## src/rtl/mem_port_arbiter.sv

```systemverilog
// Arbitrates one single-ported memory between instruction fetch and the MEM stage.
// Optional stall performance counters are enabled by defining ARB_PERF_CNT_EN.
module mem_port_arbiter #(
  parameter int unsigned ADDR_W     = 32,
  parameter int unsigned DATA_W     = 32,
  parameter int unsigned STARVE_MAX = 4
) (
  input  logic              clk,
  input  logic              rst,
  input  logic              if_req,
  input  logic [ADDR_W-1:0] if_addr,
  output logic [DATA_W-1:0] if_rdata,
  output logic              if_valid,
  output logic              stall_if,
  input  logic              data_req,
  input  logic              data_we,
  input  logic [ADDR_W-1:0] data_addr,
  input  logic [DATA_W-1:0] data_wdata,
  output logic [DATA_W-1:0] data_rdata,
  output logic              data_valid,
  output logic              stall_mem,
  output logic              mem_req,
  output logic              mem_we,
  output logic [ADDR_W-1:0] mem_addr,
  output logic [DATA_W-1:0] mem_wdata,
  input  logic [DATA_W-1:0] mem_rdata,
  input  logic              mem_ready
`ifdef ARB_PERF_CNT_EN
  ,
  output logic [31:0]       perf_if_stall,
  output logic [31:0]       perf_mem_stall
`endif
);

  typedef enum logic [1:0] {IDLE, BUSY_I, BUSY_D, DONE} state_e;

  localparam logic [3:0] STARVE_LIM = 4'(STARVE_MAX);

  state_e            state_q, state_d;
  logic              mem_req_q, mem_req_d;
  logic              mem_we_q, mem_we_d;
  logic [ADDR_W-1:0] mem_addr_q, mem_addr_d;
  logic [DATA_W-1:0] mem_wdata_q, mem_wdata_d;
  logic [DATA_W-1:0] if_rdata_q, if_rdata_d;
  logic [DATA_W-1:0] data_rdata_q, data_rdata_d;
  logic              if_valid_q, if_valid_d;
  logic              data_valid_q, data_valid_d;
  logic              served_d_q, served_d_d;
  logic [3:0]        starve_cnt_q, starve_cnt_d;
  logic              grant_i, grant_d;

  always_comb begin
    state_d      = state_q;
    mem_req_d    = mem_req_q;
    mem_we_d     = mem_we_q;
    mem_addr_d   = mem_addr_q;
    mem_wdata_d  = mem_wdata_q;
    if_rdata_d   = if_rdata_q;
    data_rdata_d = data_rdata_q;
    if_valid_d   = 1'b0;
    data_valid_d = 1'b0;
    served_d_d   = served_d_q;
    starve_cnt_d = starve_cnt_q;
    grant_i      = 1'b0;
    grant_d      = 1'b0;

    case (state_q)
      IDLE: begin
        if (if_req && (!data_req || starve_cnt_q == STARVE_LIM)) grant_i = 1'b1;
        else if (data_req)                                        grant_d = 1'b1;
      end
      // The requester just served still shows its old req, so only the other side competes.
      DONE: begin
        if (served_d_q) grant_i = if_req;
        else            grant_d = data_req;
        state_d = IDLE;
      end
      BUSY_I, BUSY_D: begin
        if (mem_ready) begin
          mem_req_d  = 1'b0;
          state_d    = DONE;
          served_d_d = (state_q == BUSY_D);
          if (state_q == BUSY_I) begin
            if_rdata_d = mem_rdata;
            if_valid_d = 1'b1;
          end else begin
            if (!mem_we_q) data_rdata_d = mem_rdata;
            data_valid_d = 1'b1;
          end
        end
      end
      default: state_d = IDLE;
    endcase

    if (grant_i) begin
      state_d      = BUSY_I;
      mem_req_d    = 1'b1;
      mem_we_d     = 1'b0;
      mem_addr_d   = if_addr;
      starve_cnt_d = '0;
    end else if (grant_d) begin
      state_d     = BUSY_D;
      mem_req_d   = 1'b1;
      mem_we_d    = data_we;
      mem_addr_d  = data_addr;
      mem_wdata_d = data_wdata;
      if (if_req && starve_cnt_q < STARVE_LIM) starve_cnt_d = starve_cnt_q + 4'd1;
    end
  end

  always_ff @(posedge clk or negedge rst) begin
    if (!rst) begin
      state_q      <= IDLE;
      mem_req_q    <= 1'b0;
      mem_we_q     <= 1'b0;
      mem_addr_q   <= '0;
      mem_wdata_q  <= '0;
      if_rdata_q   <= '0;
      data_rdata_q <= '0;
      if_valid_q   <= 1'b0;
      data_valid_q <= 1'b0;
      served_d_q   <= 1'b0;
      starve_cnt_q <= '0;
    end else begin
      state_q      <= state_d;
      mem_req_q    <= mem_req_d;
      mem_we_q     <= mem_we_d;
      mem_addr_q   <= mem_addr_d;
      mem_wdata_q  <= mem_wdata_d;
      if_rdata_q   <= if_rdata_d;
      data_rdata_q <= data_rdata_d;
      if_valid_q   <= if_valid_d;
      data_valid_q <= data_valid_d;
      served_d_q   <= served_d_d;
      starve_cnt_q <= starve_cnt_d;
    end
  end

  assign mem_req    = mem_req_q;
  assign mem_we     = mem_we_q;
  assign mem_addr   = mem_addr_q;
  assign mem_wdata  = mem_wdata_q;
  assign if_rdata   = if_rdata_q;
  assign data_rdata = data_rdata_q;
  assign if_valid   = if_valid_q;
  assign data_valid = data_valid_q;
  assign stall_if   = if_req & ~if_valid_q;
  assign stall_mem  = data_req & ~data_valid_q;

`ifdef ARB_PERF_CNT_EN
  logic [31:0] perf_if_q, perf_if_d;
  logic [31:0] perf_mem_q, perf_mem_d;

  always_comb begin
    perf_if_d  = perf_if_q;
    perf_mem_d = perf_mem_q;
    if (stall_if)  perf_if_d  = perf_if_q + 32'd1;
    if (stall_mem) perf_mem_d = perf_mem_q + 32'd1;
  end

  always_ff @(posedge clk or negedge rst) begin
    if (!rst) begin
      perf_if_q  <= '0;
      perf_mem_q <= '0;
    end else begin
      perf_if_q  <= perf_if_d;
      perf_mem_q <= perf_mem_d;
    end
  end

  assign perf_if_stall  = perf_if_q;
  assign perf_mem_stall = perf_mem_q;
`endif

endmodule

```

## config.mk

```make
export PLATFORM = sky130hd
export DESIGN_NAME = mem_port_arbiter
export DESIGN_NICKNAME = d
export VERILOG_FILES = /design/src/rtl/mem_port_arbiter.sv
export SDC_FILE = /design/constraint.sdc
export NUM_CORES = 1
export LEC_CHECK = 0
export CORE_MARGIN = 2
export CORE_UTILIZATION = 41
export DETAILED_ROUTE_END_ITERATION = 12
export PLACE_DENSITY = 0.8
export REMOVE_ABC_BUFFERS = 1
export SYNTH_ARGS = -nofsm -noshare
export SYNTH_HDL_FRONTEND = slang
export SYNTH_SLANG_ARGS = --single-unit
```

## constraint.sdc

```tcl
create_clock -name clk -period 2.6 [get_ports clk]
set_input_delay 0.26 -clock clk [delete_from_list [all_inputs] [get_ports clk]]
set_output_delay 0.26 -clock clk [all_outputs]
set_load 0.005 [all_outputs]
```

==> results.cfg, run 1 <==
[pwr]
intPower_uw = 8303
clkPwrFrac = 0.218
power_leakage_uw = 0.004061
p_sw_frac = 0.2860
power_frac_seq = 0.333
power_density_mw_per_mm2 = 1258
peakVddDrop_uv = 622.3
combPwrFrac = 0.449
power.switching_uw = 3327

[synthesis]
ys_seq_area_frac = 0.6127
synth_top_area_cell = dfrtp_1
synth-main-ff-cell = dfrtp_1
synthTopCellsByCount = dfrtp_1, mux2_2, nor2_1
synth.yosys.warnings = 0
ys_ff_latch = 139
synthArstFlopShare = 1.000
avgSynthCellArea_um2 = 13.98
netlist_area_mm2 = 0.005677
synth_top_area_share = 0.6127
postSynthCellCount = 406
synth_edf_count = 0
synth_cell_types = 30
synthTopCellsByArea = dfrtp_1, mux2_2, mux2i_1
synth.most_common_cell = dfrtp_1

[die]
fp.dieW_um = 121.7
coreArea_mm2 = 0.01340
fp.dieArea_mm2 = 0.01480
start_util = 0.4236
fp.dieH_um = 121.7
ios = 268
rows = 42

[place]
place_hpwl_um = 10860
gp_congestion = 0.8266
port_buffers = 267
dp.cells = 838

[worst_setup_path]
crit_type = reg2reg
critPathLaunchType = flop
crit_fanout = 33
end_kind = flop
required_ns = 2.89
critPathArrivalTime_ns = 2.70

[min_path]
min_path_type = in2async

[finish]
fill_cells = 962
instances_no_fill = 871
drive_gt1_frac = 0.2058
fin_nets = 823
seq_area_mm2 = 0.003478
multi_input_area_mm2 = 0.002087
areaGrowthSynthToFinish_pct = 62.84
antennaDiodeCount = 0

[clock_network]
cts_tree = built
root_buffer = clkbuf_16
cts_made_buffers = 17
htreeDepth = 4
clkSlewWorstSetupHoldPaths_ns = 0.06
clockBufferDepth = 2
clock_sinks = 139
clk_latency_ns = 0.41
cts_resized = 0

[timing]
setup-violations-final = 0
finalCritPeriodShare = 0.9273
fmax_mhz = 414.8
whs_ns = 0.4028
hold_viol_final = 0
fin_skew_ns = 0.008878
worstMarginPinSlew_ns = 0.5614
fin_crit_ns = 2.411
final_max_slew_viol_count = 0
rsz0062_at_grt = no
slew_headroom = 0.6257

[global_routing]
overflow = 0
grt_max_degree = 62
grt_antenna_before_repair = 0
grt_pass1_vias = 4711
grt_usage = 0.2106
grt_pass1_wl_um = 23850

[drt]
drt-initial-drc-count = 113
first_pass_iters = 4
ant_nets = 0
via_per_inst = 4.961
num_vias = 4321
wl_um = 15150
wl_per_cell_um = 17.40
drcViolationCount = 0

[run_status]
status = finished, final reports clean

[job]
cap_viol_max_count = 0
==> state kept, by name, indices dropped and copies added (netlist names) <==
name,cells
mem_wdata,32
data_valid,1
mem_addr,32
data_rdata,32
starve_cnt_q,4
mem_req,1
state_q,2
if_valid,1
if_rdata,32
served_d_q,1
mem_we,1
==> what timing repair did <==
action                    CTS  global route
hold endpoints to repair   59             0
hold buffers                1             0
setup buffers               0             0
==> logic make-up (layout without fill, tap and decap cells) <==
logic type / Yosys count / in the layout / share of synthesized area
AO/OA/AOI/OAI: 44 / 44 / 0.04607
XOR/XNOR: 1 / 1 / 0.001543
adder cells (fa/ha/maj): 7 / 7 / 0.01543
buffers and inverters: 28 / 317 / 0.02579
flip-flops: 139 / 139 / 0.6127
multiplexers: 130 / 130 / 0.2506
AND/OR/NAND/NOR: 57 / 57 / 0.04783
==> area by class of cell <==
cell class	count	share of cell area
clock buffers	20	0.04940
well taps	176	0.02382
inverters	8	0.003249
clock inverters	12	0.01841
repair buffers	277	0.3031
flip-flops and latches	139	0.3763
multi-input cells	239	0.2258
==> worst max-delay path: stages, from the launching register on <==
cell      delay [ns]
dfrtp_1         0.41
inv_1           0.10
ha_1            0.41
nor4bb_1        0.49
a31oi_4         0.09
a21oi_4         0.18
buf_12          0.23
mux2_2          0.37
==> cells in the final DEF (no fill, tap or decap), drive strengths merged, types with 4 or more instances in the layout <==
cell / synthesis / layout
mux2: 97 / 97
clkdlybuf4s50: 0 / 266
inv: 8 / 8
nor2: 35 / 35
ha: 7 / 7
buf: 10 / 10
a21oi: 34 / 34
clkinv: 0 / 7
nor2b: 7 / 7
mux2i: 33 / 33
dfrtp: 139 / 139
clkbuf: 10 / 20
bufinv: 0 / 4
and2: 4 / 4
==> per-stage QoR <==
step / area [µm²] / setup slack (ns) / total power [µW] / TNS [ns] / util
5_1_grt: 9244 / 0.09921 / 12330 / 0 / 0.6898
3_3_place_gp: 8607 / 0.3284 / 8932 / 0 / 0.6423
2_1_floorplan: 5560 / -2.164 / 6147 / -165.18 / -
4_1_cts: 9244 / 0.1728 / 11790 / 0 / 0.6898
3_5_place_dp: 8607 / 0.2052 / 9169 / 0 / 0.6423
6_report: 9244 / 0.1890 / 11630 / 0 / 0.6898
==> layer usage <==
metal  wire length, µm  track usage  share of wire  vias to the layer above
met1              5561       0.2274           0.37                     2114
li1                  -            -              -                     1985
met3              1270      0.07772          0.084                       46
met5                 0            0              0                        -
met2              7712       0.3617           0.51                      176
met4               610       0.1099          0.040                        0
==> power by group through the flow <==
stage / combinational (µW) / sequential (µW) / clock [µW]
after floorplan: 2220 / 3930 / 0
after global placement: 5110 / 3820 / 0
after detailed placement: 5270 / 3900 / 0
after CTS: 5310 / 3880 / 2590
after global routing: 5630 / 4000 / 2710
final: 5220 / 3870 / 2540
==> path summary, 6_finish.rpt <==
check | slack, ns | cells after the start | start | to
setup / recovery | 0.19 | 7 | state_q[0]$_DFFE_PN0P_ | mem_wdata[24]$_DFFE_PN0P_
hold / removal | 0.40 | 2 | rst | mem_addr[31]$_DFFE_PN0P_
setup reg to reg | 0.19 | 7 | state_q[0]$_DFFE_PN0P_ | mem_wdata[24]$_DFFE_PN0P_
hold reg to reg | 0.49 | 1 | mem_wdata[3]$_DFFE_PN0P_ | mem_wdata[3]$_DFFE_PN0P_
max in group asynchronous | 1.43 | 3 | rst | mem_wdata[10]$_DFFE_PN0P_
min in group clk | 0.43 | 3 | if_addr[19] | mem_addr[19]$_DFFE_PN0P_
(Power assumes the default switching activity.)
==> inputs of run 2 (changes only) <==
- CORE_ASPECT_RATIO: not set -> 0.9
==> results.cfg, run 2 (synthesis gave the netlist of run 1 again) <==
[run_status]
status = finished, final reports clean

[worst_setup_path]
path_delay_family = buffers and inverters
critPathArrivalTime_ns = 2.68
end_kind = flop
required_ns = 2.87
max_stage_delay_ns = 0.53
critPathLaunchType = flop
crit_fanout = 36
path_cells = inv_1 -> ha_1 -> nor2b_1 -> a31oi_4 -> buf_4 -> mux2i_1 -> a21oi_1
slowest_stage = buf_4
worst-path-buf-inv = 2
crit_type = reg2reg

[global_routing]
grt_pass1_vias = 4813
overflow = 0
grt_pass1_wl_um = 23890
grt_antenna_before_repair = 0
grt_usage = 0.2092
grt_max_degree = 69

[finish]
areaGrowthSynthToFinish_pct = 62.24
seq_area_mm2 = 0.003478
final_cell_mix = clkdlybuf4s50_1, dfrtp_1, mux2_2
finalCoreUtilization = 0.6867
fill_cells = 942
antennaDiodeCount = 0
drive_gt1_frac = 0.2017
multi_input_area_mm2 = 0.002087
fin_nets = 823
layout_commonest_cell = clkdlybuf4s50_1

[place]
place_hpwl_um = 11030
post-place-ws_ns = 0.2043
port_buffers = 267
gp_congestion = 0.8095

[drt]
num_vias = 4267
first_pass_iters = 4
via_per_inst = 4.950
drcViolationCount = 0
ant_nets = 0
drt-initial-drc-count = 217
wl_um = 15030
wl_per_cell_um = 17.43

[die]
coreArea_mm2 = 0.01341
fp.dieW_um = 128.0
fp.dieH_um = 115.6
rows = 40
ios = 268
fp.dieArea_mm2 = 0.01480
start_util = 0.4232

[timing]
finalCritPeriodShare = 0.9255
setup-violations-final = 0
slew_headroom = 0.5941
fin_crit_ns = 2.406
hold_viol_final = 0
fin_skew_ns = 0.006325
rsz0062_at_grt = no
fmax_mhz = 415.6
worstMarginPinSlew_ns = 0.6088
setup_ws_ns = 0.1938
final_max_slew_viol_count = 0

[clock_network]
root_buffer = clkbuf_16
htreeDepth = 4
clk_latency_ns = 0.41
clkSlewWorstSetupHoldPaths_ns = 0.06
post_cts_buffers = 0
clock_sinks = 139
cts_made_buffers = 17
clockBufferDepth = 2
cts_tree = built

[min_path]
min_path_type = in2async

[pwr]
peakVddDrop_uv = 781.9
power_density_mw_per_mm2 = 1245
p_sw_frac = 0.2857
power.switching_uw = 3275
power_frac_seq = 0.339
combPwrFrac = 0.455
intPower_uw = 8188
power_leakage_uw = 0.004044
clkPwrFrac = 0.207

[job]
cap_viol_max_count = 0
==> run 2: layout make-up <==
class                      count  area share
clock inverter                 6    0.009238
multi-input combinational    239      0.2266
timing repair buffer         277      0.3055
inverter                       8    0.003260
sequential                   139      0.3777
tap                          168     0.02282
clock buffer                  25     0.05488
==> run 2: path summary, 6_finish.rpt <==
kind,start,slack [ns],end,cells after the start
min in group clk,if_addr[4],0.43,mem_addr[4]$_DFFE_PN0P_,3
worst max-delay path,state_q[0]$_DFFE_PN0P_,0.19,mem_addr[2]$_DFFE_PN0P_,7
worst min register to register,mem_req$_DFFE_PN0P_,0.50,mem_req$_DFFE_PN0P_,2
worst max register to register,state_q[0]$_DFFE_PN0P_,0.19,mem_addr[2]$_DFFE_PN0P_,7
worst min-delay path,rst,0.40,mem_wdata[18]$_DFFE_PN0P_,2
max in group asynchronous,rst,1.41,data_rdata[6]$_DFFE_PN0P_,3
==> run 2: per-stage QoR <==
step	power [µW]	cells	cell area, µm²	setup TNS, ns	hold WS [ns]
floorplan	6147	386	5560	-165.18	-0.03559
global placement	8937	830	8610	0	0.2748
detailed placement	9172	830	8610	0	0.2777
CTS	11620	862	9210	0	0.4072
global route	12190	862	9210	0	0.4197
finish	11460	862	9210	0	0.3955
==> run 2: per-layer routing <==
layer,vias up,global-route usage,share of wire
li1,1972,-,-
met1,2060,0.2204,0.37
met2,194,0.3661,0.51
met3,41,0.09326,0.091
met4,0,0.09084,0.034
met5,-,0,0
==> run 2: power by group through the flow <==
stage | clock [µW] | sequential [µW] | combinational (µW)
detailed placement | 0 | 3910 | 5260
global route | 2530 | 4020 | 5640
finish | 2370 | 3880 | 5210
floorplan | 0 | 3930 | 2220
CTS | 2430 | 3890 | 5290
global placement | 0 | 3830 | 5100
==> run 2: worst reg2reg max path, stage by stage (launching register included) <==
cell	delay, ns
dfrtp_1	0.41
inv_1	0.11
ha_1	0.44
nor2b_1	0.15
a31oi_4	0.24
buf_4	0.53
mux2i_1	0.31
a21oi_1	0.10
==> run 2: repair_timing <==
action | 4_1_cts | 5_1_grt
hold buffers | 1 | 0
gates resized for setup | 0 | 0
endpoints found under the hold margin | 58 | 0
==> inputs of run 3 (changes only) <==
- ABC_AREA: not set -> 0
- MAX_ROUTING_LAYER: not set -> met4
==> results.cfg, run 3 (synthesis gave the netlist of run 1 again) <==
[drt]
wl_per_cell_um = 17.44
first_pass_iters = 4
drcViolationCount = 0
drt-initial-drc-count = 231
wl_um = 15040
num_vias = 4294
ant_nets = 0
via_per_inst = 4.981

[worst_setup_path]
max_stage_delay_ns = 0.53
crit_type = reg2reg
end_kind = flop
worst-path-buf-inv = 2
crit_fanout = 36
path_delay_family = buffers and inverters
critPathArrivalTime_ns = 2.68
slowest_stage = buf_4
required_ns = 2.87
path_cells = inv_1 -> ha_1 -> nor2b_1 -> a31oi_4 -> buf_4 -> mux2i_1 -> a21oi_1
startpoint = state_q[0]$_DFFE_PN0P_
critPathLaunchType = flop
timing.rr.start = state_q[0]$_DFFE_PN0P_

[pwr]
power.switching_uw = 3282
power_density_mw_per_mm2 = 1245
power_frac_seq = 0.338
peakVddDrop_uv = 782.0
power_leakage_uw = 0.004044
clkPwrFrac = 0.207
p_sw_frac = 0.2861
combPwrFrac = 0.455
intPower_uw = 8189

[min_path]
min_path_type = in2async

[timing]
setup-violations-final = 0
hold_viol_final = 0
slew_headroom = 0.5913
worstMarginPinSlew_ns = 0.6130
final_max_slew_viol_count = 0
rsz0062_at_grt = no
finalCritPeriodShare = 0.9253
fin_crit_ns = 2.406
whs_ns = 0.3974
fin_skew_ns = 0.007651
fmax_mhz = 415.7

[clock_network]
clk_latency_ns = 0.40
root_buffer = clkbuf_16
clkSlewWorstSetupHoldPaths_ns = 0.05
post_cts_buffers = 0
cts_tree = built
htreeDepth = 4
clockBufferDepth = 2
clock_sinks = 139
cts_made_buffers = 17

[finish]
areaGrowthSynthToFinish_pct = 62.24
multi_input_area_mm2 = 0.002087
final_cell_mix = clkdlybuf4s50_1, dfrtp_1, mux2_2
antennaDiodeCount = 0
fin_nets = 823
drive_gt1_frac = 0.2017
fill_cells = 942
seq_area_mm2 = 0.003478
layout_commonest_cell = clkdlybuf4s50_1
finalCoreUtilization = 0.6867

[global_routing]
grt_usage = 0.2166
grt_pass1_wl_um = 23920
grt_max_degree = 69
grt_pass1_vias = 4812
grt_antenna_before_repair = 0
overflow = 0

[die]
rows = 40
fp.dieH_um = 115.6
coreArea_mm2 = 0.01341
ios = 268
start_util = 0.4232
fp.dieArea_mm2 = 0.01480
fp.dieW_um = 128.0

[place]
place_hpwl_um = 11030
port_buffers = 267
gp_congestion = 0.8214

[run_status]
status = finished, final reports clean

[job]
cap_viol_max_count = 0
==> run 3: timing repair <==
item | in CTS | in global routing
gates resized for setup | 0 | 0
hold buffers | 1 | 0
endpoints found under the hold margin | 58 | 0
==> run 3: per-layer routing <==
| metal | routed length, µm | GRT usage | vias up |
|---|---|---|---|
| met2 | 7723 | 0.3676 | 195 |
| met4 | 467 | 0.08645 | 0 |
| met3 | 1217 | 0.08033 | 40 |
| met5 | 0 | - | - |
| li1 | - | - | 1973 |
| met1 | 5627 | 0.2316 | 2086 |
==> run 3: per-stage QoR <==
step	setup slack [ns]	total power [µW]	std cells	setup TNS, ns	area (µm²)
floorplan	-2.164	6147	386	-165.18	5560
global placement	0.3343	8937	830	0	8610
detailed placement	0.2043	9172	830	0	8610
CTS	0.2214	11620	862	0	9210
global route	0.02764	12180	862	0	9210
finish	0.1943	11470	862	0	9210
==> run 3: cell type report <==
class	count	share of cell area
clock inverter	6	0.009238
multi-input combinational	239	0.2266
tap	168	0.02282
sequential	139	0.3777
inverter	8	0.003260
clock buffer	25	0.05488
timing repair buffer	277	0.3055
==> run 3: power by group through the flow <==
stage               Clock (µW)  Sequential, µW  Combinational, µW
detailed placement           0            3910               5260
global placement             0            3830               5100
global route              2530            4020               5630
CTS                       2430            3890               5290
floorplan                    0            3930               2220
finish                    2370            3880               5220
==> run 3: final timing paths <==
check | to | slack [ns] | cells past startpoint
setup / recovery | mem_addr[2]$_DFFE_PN0P_ | 0.19 | 7
hold / removal | mem_wdata[29]$_DFFE_PN0P_ | 0.40 | 2
setup reg to reg | mem_addr[2]$_DFFE_PN0P_ | 0.19 | 7
hold reg to reg | mem_req$_DFFE_PN0P_ | 0.50 | 2
max in group asynchronous | data_rdata[6]$_DFFE_PN0P_ | 1.42 | 3
min in group clk | mem_addr[4]$_DFFE_PN0P_ | 0.43 | 3
